## config.mk

```make
export PLATFORM = sky130hd
export DESIGN_NAME = noc_vc_port_flat
export DESIGN_NICKNAME = d
export VERILOG_FILES = /design/src/rtl/noc_vc_port_if.sv /design/src/rtl/noc_vc_port.sv /design/src/flat_wrapper.sv
export SDC_FILE = /design/constraint.sdc
export NUM_CORES = 1
export LEC_CHECK = 0
export ABC_AREA = 1
export CAP_MARGIN = 20
export CELL_PAD_IN_SITES_DETAIL_PLACEMENT = 2
export CELL_PAD_IN_SITES_GLOBAL_PLACEMENT = 2
export CORE_UTILIZATION = 45
export DETAILED_ROUTE_END_ITERATION = 16
export DONT_BUFFER_PORTS = 1
export PLACE_DENSITY = 0.83
export SYNTH_ARGS = -nofsm -noshare
export SYNTH_HDL_FRONTEND = slang
export SYNTH_SLANG_ARGS = --single-unit
```

## constraint.sdc

```tcl
create_clock -name clk -period 6.3 [get_ports clk]
set_clock_uncertainty 0.2 [all_clocks]
set_input_delay 1.26 -clock clk [delete_from_list [all_inputs] [get_ports clk]]
set_output_delay 1.26 -clock clk [all_outputs]
set_load 0.01 [all_outputs]
```

## src/rtl/noc_vc_port_if.sv

```systemverilog
// Link bundle for the virtual-channel router input port: the upstream flit/credit
// side driven by the link receiver, and the outgoing flit/credit side driven by the port.
interface noc_vc_port_if #(
    parameter int DATA_W = 16,
    parameter int NUM_VC = 2
);
    localparam int VC_W = (NUM_VC > 1) ? $clog2(NUM_VC) : 1;

    logic              valid_i;
    logic [DATA_W-1:0] data_i;
    logic [VC_W-1:0]   vc_i;
    logic [NUM_VC-1:0] credit_i;
    logic              enable_o;
    logic [DATA_W-1:0] data_o;
    logic [VC_W-1:0]   vc_o;
    logic [NUM_VC-1:0] credit_o;
    logic              err_o;

    modport slave (
        input  valid_i, data_i, vc_i, credit_i,
        output enable_o, data_o, vc_o, credit_o, err_o
    );

    modport master (
        output valid_i, data_i, vc_i, credit_i,
        input  enable_o, data_o, vc_o, credit_o, err_o
    );
endinterface

```

## src/rtl/noc_vc_port.sv

```systemverilog
// Credit-based router input port: per-VC flit FIFOs, per-VC downstream credit counters,
// round-robin arbitration onto one registered output link, one upstream credit per pop.
module noc_vc_port #(
    parameter int DATA_W     = 16,
    parameter int NUM_VC     = 2,
    parameter int DEPTH      = 4,
    parameter int DS_CREDITS = 4
) (
    input  logic         clk,
    input  logic         rst,
    noc_vc_port_if.slave link
);
    localparam int VC_W  = (NUM_VC > 1) ? $clog2(NUM_VC) : 1;
    localparam int PTR_W = $clog2(DEPTH);
    localparam int OCC_W = PTR_W + 1;
    localparam int CRD_W = $clog2(DS_CREDITS + 1);

    logic [DATA_W-1:0] mem [NUM_VC][DEPTH];
    logic [PTR_W-1:0]  wr_ptr [NUM_VC];
    logic [PTR_W-1:0]  rd_ptr [NUM_VC];
    logic [OCC_W-1:0]  occ [NUM_VC];
    logic [CRD_W-1:0]  crd [NUM_VC];
    logic [VC_W-1:0]   rr_ptr;

    logic              vld_p1;
    logic [DATA_W-1:0] data_p1;
    logic [VC_W-1:0]   vc_p1;
    logic [NUM_VC-1:0] credit_p1;
    logic              err_q;

    logic              wr_ok;
    logic              wr_err;
    logic [NUM_VC-1:0] elig;
    logic [NUM_VC-1:0] push;
    logic [NUM_VC-1:0] pop;
    logic [NUM_VC-1:0] crd_ovf;
    logic [CRD_W-1:0]  crd_nxt [NUM_VC];
    logic              gnt_vld;
    logic [VC_W-1:0]   gnt;
    logic [VC_W-1:0]   cand;

    // Returns {overflow, next count}; a grant and a return in the same cycle cancel out,
    // and a return with the counter already full saturates and flags overflow.
    function automatic logic [CRD_W:0] sat_credit(input logic [CRD_W-1:0] cur,
                                                  input logic inc, input logic dec);
        logic [CRD_W:0] res;
        res = {1'b0, cur};
        if (inc && !dec) begin
            if (cur >= CRD_W'(DS_CREDITS)) res = {1'b1, cur};
            else                           res = {1'b0, cur + 1'b1};
        end else if (dec && !inc) begin
            res = {1'b0, cur - 1'b1};
        end
        return res;
    endfunction

    // Fullness is judged on the pre-edge occupancy, so a full FIFO being popped still drops.
    always_comb begin
        wr_ok  = 1'b0;
        wr_err = 1'b0;
        if (link.valid_i) begin
            if ((int'(link.vc_i) < NUM_VC) && (occ[link.vc_i] != OCC_W'(DEPTH))) wr_ok = 1'b1;
            else                                                                  wr_err = 1'b1;
        end
    end

    always_comb begin
        for (int v = 0; v < NUM_VC; v++) begin
            elig[v] = (occ[v] != '0) && (crd[v] != '0);
        end
    end

    always_comb begin
        gnt_vld = 1'b0;
        gnt     = '0;
        cand    = '0;
        for (int i = 0; i < NUM_VC; i++) begin
            cand = VC_W'((int'(rr_ptr) + i) % NUM_VC);
            if (!gnt_vld && elig[cand]) begin
                gnt_vld = 1'b1;
                gnt     = cand;
            end
        end
    end

    always_comb begin
        for (int v = 0; v < NUM_VC; v++) begin
            push[v] = wr_ok && (link.vc_i == VC_W'(v));
            pop[v]  = gnt_vld && (gnt == VC_W'(v));
            {crd_ovf[v], crd_nxt[v]} = sat_credit(crd[v], link.credit_i[v], pop[v]);
        end
    end

    // Flit storage carries no reset; only the pointers define what is valid.
    always_ff @(posedge clk) begin
        if (wr_ok) mem[link.vc_i][wr_ptr[link.vc_i]] <= link.data_i;
    end

    // ---- stage p1: registered output link ----
    always_ff @(posedge clk or negedge rst) begin
        if (!rst) begin
            for (int v = 0; v < NUM_VC; v++) begin
                wr_ptr[v] <= '0;
                rd_ptr[v] <= '0;
                occ[v]    <= '0;
                crd[v]    <= CRD_W'(DS_CREDITS);
            end
            rr_ptr    <= '0;
            vld_p1    <= 1'b0;
            data_p1   <= '0;
            vc_p1     <= '0;
            credit_p1 <= '0;
            err_q     <= 1'b0;
        end else begin
            for (int v = 0; v < NUM_VC; v++) begin
                if (push[v]) wr_ptr[v] <= wr_ptr[v] + 1'b1;
                if (pop[v])  rd_ptr[v] <= rd_ptr[v] + 1'b1;
                if (push[v] && !pop[v])      occ[v] <= occ[v] + 1'b1;
                else if (pop[v] && !push[v]) occ[v] <= occ[v] - 1'b1;
                crd[v] <= crd_nxt[v];
            end
            vld_p1    <= gnt_vld;
            credit_p1 <= pop;
            if (gnt_vld) begin
                data_p1 <= mem[gnt][rd_ptr[gnt]];
                vc_p1   <= gnt;
                rr_ptr  <= VC_W'((int'(gnt) + 1) % NUM_VC);
            end
            if (wr_err || (|crd_ovf)) err_q <= 1'b1;
        end
    end

    assign link.enable_o = vld_p1;
    assign link.data_o   = data_p1;
    assign link.vc_o     = vc_p1;
    assign link.credit_o = credit_p1;
    assign link.err_o    = err_q;
endmodule

```

## src/flat_wrapper.sv

```systemverilog
// flat-port wrapper written by rule: the top's interface ports become plain ports
module noc_vc_port_flat 
#(
    parameter int DATA_W     = 16,
    parameter int NUM_VC     = 2,
    parameter int DEPTH      = 4,
    parameter int DS_CREDITS = 4
)
  (clk, rst, link_valid_i, link_data_i, link_vc_i, link_credit_i, link_enable_o, link_data_o, link_vc_o, link_credit_o, link_err_o);
  noc_vc_port_if #(.DATA_W(DATA_W), .NUM_VC(NUM_VC)) link_i ();
  input  logic clk;
  input  logic rst;
  input wire logic [$bits(link_i.valid_i)-1:0] link_valid_i;
  input wire logic [$bits(link_i.data_i)-1:0] link_data_i;
  input wire logic [$bits(link_i.vc_i)-1:0] link_vc_i;
  input wire logic [$bits(link_i.credit_i)-1:0] link_credit_i;
  output wire logic [$bits(link_i.enable_o)-1:0] link_enable_o;
  output wire logic [$bits(link_i.data_o)-1:0] link_data_o;
  output wire logic [$bits(link_i.vc_o)-1:0] link_vc_o;
  output wire logic [$bits(link_i.credit_o)-1:0] link_credit_o;
  output wire logic [$bits(link_i.err_o)-1:0] link_err_o;
  assign link_i.valid_i = link_valid_i;
  assign link_i.data_i = link_data_i;
  assign link_i.vc_i = link_vc_i;
  assign link_i.credit_i = link_credit_i;
  assign link_enable_o = link_i.enable_o;
  assign link_data_o = link_i.data_o;
  assign link_vc_o = link_i.vc_o;
  assign link_credit_o = link_i.credit_o;
  assign link_err_o = link_i.err_o;
  noc_vc_port #(.DATA_W(DATA_W), .NUM_VC(NUM_VC), .DEPTH(DEPTH), .DS_CREDITS(DS_CREDITS)) u_core (.clk(clk), .rst(rst), .link(link_i));
endmodule
```

==> results of run 1 <==
==> per-stage QoR <==
stage / util / hold slack, ps / setup WS, ps
2_1_floorplan: - / 253 / 3100
3_3_place_gp: 0.474 / 279 / 2120
3_5_place_dp: 0.475 / 293 / 1880
4_1_cts: 0.510 / 294 / 1600
5_1_grt: 0.512 / 292 / 1640
6_report: 0.512 / 300 / 1920
==> metal layers <==
layer / vias up / wire length (um)
li1: 2362 / -
met1: 2642 / 8930
met2: 130 / 11900
met3: 52 / 1170
met4: 0 / 684
met5: - / 0
==> critical path, stage by stage (launching register included) <==
cell and delay, ps:
dfrtp_1 410, inv_1 90, ha_1 220, nand2_2 110
nand3_4 640, nand2_4 990, nand2_1 150, nand2_1 580
buf_8 250, nand2_1 80, nand2_1 120, nand2_1 120
nand2_1 130, nand2_1 70, nand2_1 120
==> state kept, by name, summed over array words and instances, names as in the netlist <==
signal and count:
u_core.crd 6, u_core.link.credit_o 2, u_core.link.data_o 16, u_core.link.enable_o 1, u_core.link.err_o 1, u_core.link.vc_o 1
u_core.mem 128, u_core.occ 6, u_core.rd_ptr 4, u_core.rr_ptr 1, u_core.wr_ptr 4
==> cells in the final DEF, fill, tap and decap left out, types with 3 or more instances in the layout <==
cell type   instances
nor2_1             17
inv_1              24
clkbuf_16          17
buf_4               9
inv_2               3
nand3_1            73
ha_1                8
nand2_2             4
clkinv_2            4
clkinvlp_4          3
dfrtp_1            40
o21ai_0            14
edfxtp_1          128
xor2_1              8
nand2_1           351
xnor2_1             4
clkinv_4            5
==> cell families after synthesis <==
logic type | after synthesis | share of synthesized area
xor gates and xnor gates | 12 | 0.0142
buffers and inverters | 59 | 0.0374
muxes | 3 | 0.00440
AOI/OAI and AO/OA | 20 | 0.0174
adders and majority gates | 10 | 0.0189
and+or+nand+nor | 450 | 0.246
DFF | 170 | 0.662
==> cell type report <==
type                       instances  share of cell area
clock buffer                      18              0.0526
tap                              216              0.0331
sequential                       170               0.600
timing repair buffer              11              0.0135
inverter                          27              0.0124
multi-input combinational        495               0.273
clock inverter                    14              0.0153
==> worst paths after layout <==
| path | start | endpoint | slack, ps | depth (start not counted) |
|---|---|---|---|---|
| worst max-delay path | u_core.crd[3] | u_core.link.data_o[2] | 1920 | 14 |
| worst min-delay path | u_core.crd[0] | u_core.crd[0] | 300 | 1 |
| worst max register to register | u_core.crd[3] | u_core.link.data_o[2] | 1920 | 14 |
| worst min register to register | u_core.crd[0] | u_core.crd[0] | 300 | 1 |
| max in group asynchronous | rst | u_core.crd[5] | 5410 | 0 |
| min in group asynchronous | rst | u_core.occ[3] | 310 | 0 |
==> metrics.cfg, run 1 <==
[run_status]
outcome = finished clean

[yosys]
ys_types = 31
ys.flop_type = edfxtp_1
synth_fp_nets = 756
synth_warnings = 0
async_reset_ff_frac = 0.247
synthTopCellsByCount = nand2_1, edfxtp_1, nand3_1
synth_area_leaders = edfxtp_1, nand2_1, dfrtp_1
synth_area_leader_cell = edfxtp_1
ys_ff_latch = 170
yosysSeqAreaShare = 0.662
synthCells = 724
syn_area_mm2 = 0.00740
post-synth-top-area-fraction = 0.520
synth-edff-count = 128
avgSynthCellArea_um2 = 10.2
yosysMostFrequentCell = nand2_1

[grt]
globalRoute.totalOverflow = 0
track_usage = 0.280
grt.met1_usage = 0.318
grt_start_max_net_pins = 74
grt_util_met3 = 0.0623
busiest_layer = met2
met2_usage = 0.505
antenna_found_initial = 0
grt_pass1_vias = 5828
grt_pass1_wl_mm = 33.6

[sta]
tightest_slew_ps = 889
layout_min_cycle_time_ps = 4380
slew_headroom = 0.408
final_max_slew_viol_count = 0
setup_viol = 0
fin_crit_sh = 0.695
hold_viol_final = 0
timing.setup.tns_ps = 0
max_freq_mhz = 228
grt_setup_unrepaired = no

[final_layout]
final_cell_area_mm2 = 0.00816
final_cells = 951
drive_above_1_share = 0.0803
n_antenna_cell = 0
syn2layout_area_growth_pct = 10.3
fin_nets = 754
multi_input_area_mm2 = 0.00222
fill_cells = 1640
register_area_mm2 = 0.00490

[job]
drv_cap = 0

[setup_path]
path_class = reg -> reg
crit_path_max_fanout = 73
worstPathRequired_ps = 6480
critPathLaunchType = register
end_kind = register
crit_arrival_ps = 4560

[placed_design]
placed_cell_area_mm2 = 0.00758
globalplace.congestion = 0.747
dpl.hpwl_mm = 12.7
placed_cells = 918
io_buffer_count = 0

[clock_tree]
cts_tree = built
clkLatencyLatePin_ps = 450
clock_sinks = 170
numCtsBuffers = 17
holdBufCountCts = 0
root_buffer = clkbuf_16
post-cts-setup-buffer-count = 0
cts_resized = 0
cts_buffer_depth = 2
clk_pin_slew_worst_paths_ps = 70
htree_levels = 4

[detailed_routing]
ant_nets = 0
drt-vias-per-instance = 5.45
drc = 0
routedWlPerCell_um = 23.9
routed_wl_mm = 22.7
dr.pass1.iters = 4
dr_total_vias = 5186
drt_iter0_drc = 269

[floorplanning]
die_area_mm2 = 0.0170
start_util = 0.464
io_pins = 43
num_rows = 46
core_area_mm2 = 0.0159
die_h_um = 130
die_x_um = 130

[min_path]
hp-class = reg -> reg

Power of run 1 is not shown: default switching activity piles up to over one toggle a cycle in this logic, so the estimate is an artifact.
==> inputs of run 2 (changes only) <==
- CORE_UTILIZATION: 45 -> 41
- PLACE_DENSITY: 0.83 -> 0.76
- clock period: 6.3 -> 4.3 ns (I/O delays scaled with it)
==> run 2 against run 1 <==
  * Utilization is 4.1 points lower
  * Maximum frequency is 36% higher
  * Sequential share of layout area is 0.45 points lower
  * Critical endpoint is now u_core.link.data_o[10]
  * Worst setup slack worse by 830 ps
  * First-iteration DRC count is 1.1% lower
  * Global-route usage is 3.6 points lower
==> metrics.cfg, run 2 (synthesis results as in run 1) <==
[sta]
timing.setup.tns_ps = 0  ; unchanged
fin_crit_sh = 0.747  ; +0.0523
grt_setup_unrepaired = no
final_max_slew_viol_count = 0  ; unchanged
slew_headroom = 0.478  ; +0.0707
hold_viol_final = 0  ; unchanged
max_freq_mhz = 311  ; +36%
layout_min_cycle_time_ps = 3210  ; -1170 ps
setup_viol = 0  ; unchanged
tightest_slew_ps = 783  ; -106 ps

[clock_tree]
holdBufCountCts = 1  ; +1
clk_pin_slew_worst_paths_ps = 70  ; about the same
root_buffer = clkbuf_16
cts_tree = built
htree_levels = 4  ; unchanged
clock_sinks = 170  ; unchanged
post-cts-setup-buffer-count = 0  ; unchanged
cts_resized = 0  ; unchanged
cts_buffer_depth = 2  ; unchanged
clkLatencyLatePin_ps = 430  ; -20 ps
numCtsBuffers = 17  ; unchanged

[detailed_routing]
dr_total_vias = 5078  ; -2.1%
drt-vias-per-instance = 5.26  ; -3.5%
ant_nets = 0  ; unchanged
routedWlPerCell_um = 21.6  ; -9.5%
routed_wl_mm = 20.8  ; -8.1%
drc = 0  ; unchanged
dr.pass1.iters = 4  ; unchanged
drt_iter0_drc = 266  ; -1.1%

[setup_path]
crit_arrival_ps = 3380  ; -1180 ps
worstPathRequired_ps = 4460  ; -2020 ps
critical-path-max-stage-delay_ps = 420  ; -570 ps
crit_path_max_fanout = 38  ; -48%
path_class = reg -> reg
critPathSlowestCell = buf_4
end_kind = register
critPathBufInv = 3  ; +1
critPathLaunchType = register
cpLargestDelayFamily = simple AND/OR/NAND/NOR gates
path_cells = inv_1 > ha_1 > nand2_2 > nand3_4 > nand2_4 > buf_4 > nand2_1 > nand2_1 > buf_4 > nand2_1 > nand2_1 > nand2_1 > nand2_1 > nand2_1 > nand2_1
critPathMostFrequentCell = nand2_1

[placed_design]
dpl.hpwl_mm = 12.7  ; +0.54%
io_buffer_count = 0  ; unchanged
globalplace.congestion = 0.733  ; -1.9%
placed_cell_area_mm2 = 0.00762  ; +0.55%

[min_path]
hp-class = in -> async

[final_layout]
fin_nets = 759  ; +0.66%
fill_cells = 1824  ; +11%
final_cell_area_mm2 = 0.00822  ; +0.75%
layout_common_cells = nand2_1, edfxtp_1, nand3_1
syn2layout_area_growth_pct = 11.1
layout_commonest_cell = nand2_1
largest_reg_flops = 128  ; unchanged
drive_above_1_share = 0.0865  ; +0.00621
n_antenna_cell = 0  ; unchanged

[floorplanning]
die_x_um = 136  ; +4.7%
core_area_mm2 = 0.0175  ; +9.6%
io_pins = 43  ; unchanged
die_area_mm2 = 0.0186  ; +9.6%
die_h_um = 136  ; +4.7%
num_rows = 48  ; +4.3%
start_util = 0.423  ; -0.0407

[grt]
grt_pass1_wl_mm = 32.6  ; -2.9%
globalRoute.totalOverflow = 0  ; unchanged
grt_pass1_vias = 5663  ; -2.8%
grt_start_max_net_pins = 68  ; -8.1%
antenna_found_initial = 0  ; unchanged
track_usage = 0.245  ; -0.0355

[run_status]
outcome = finished clean

[job]
drv_cap = 0  ; unchanged

## run 2: changes by cell type in the layout (fill, tap and decap cells not counted)
| cell | before | now |
|---|---|---|
| clkinv_2 | 4 | 2 |
| clkinvlp_4 | 3 | 2 |
| buf_8 | 1 | 0 |
| bufinv_16 | 1 | 0 |
| clkbuf_16 | 17 | 19 |
| clkbuf_8 | 0 | 1 |
| buf_4 | 9 | 15 |
| inv_4 | 0 | 2 |
| clkinv_4 | 5 | 2 |
| inv_6 | 1 | 3 |
## run 2: worst reg2reg max path: cells and delay by family, from the launching register on
kind                     cells  cell delay [ps]
flip-flops                   1              390
AND/OR/NAND/NOR             11             1470
adder cells (fa/ha/maj)      1              210
buffers and inverters        3              890
## run 2: path summary, 6_finish.rpt
| path | from | to | slack (ps) | cells after the start |
|---|---|---|---|---|
| max | u_core.crd[3] | u_core.link.data_o[10] | 1090 | 15 |
| min | rst | u_core.crd[2] | 70 | 0 |
| max reg2reg | u_core.crd[3] | u_core.link.data_o[10] | 1090 | 15 |
| min reg2reg | u_core.wr_ptr[0] | u_core.wr_ptr[0] | 300 | 1 |
| max in group asynchronous | rst | u_core.rd_ptr[0] | 3620 | 1 |
| min in group clk | u_core.wr_ptr[0] | u_core.wr_ptr[0] | 300 | 1 |
## run 2: layout make-up
class / count / area, um2 / share of cell area
clock buffers: 21 / 493 / 0.0600
clock inverters: 11 / 81.3 / 0.00989
inverters: 27 / 101 / 0.0123
multi-input cells: 495 / 2220 / 0.271
flip-flops and latches: 170 / 4900 / 0.596
well taps: 225 / 282 / 0.0343
repair buffers: 16 / 140 / 0.0170
## run 2: metrics by stage
step | util | hold slack (ps) | std cells | setup WS (ps)
2_1_floorplan | - | 253 | 724 | 1500
3_3_place_gp | 0.436 | 276 | 932 | 1180
3_5_place_dp | 0.436 | 298 | 932 | 1080
4_1_cts | 0.470 | 51.5 | 965 | 991
5_1_grt | 0.470 | 41.6 | 965 | 787
6_report | 0.470 | 69.7 | 965 | 1090
## run 2: per-layer routing
layer | up-vias | track usage | share of wire
met5 | - | 0 | 0
met4 | 0 | 0.0623 | 0.010
met3 | 18 | 0.0656 | 0.045
met2 | 74 | 0.425 | 0.51
met1 | 2615 | 0.300 | 0.44
li1 | 2371 | - | -
Power of run 2 is left out for the same reason.
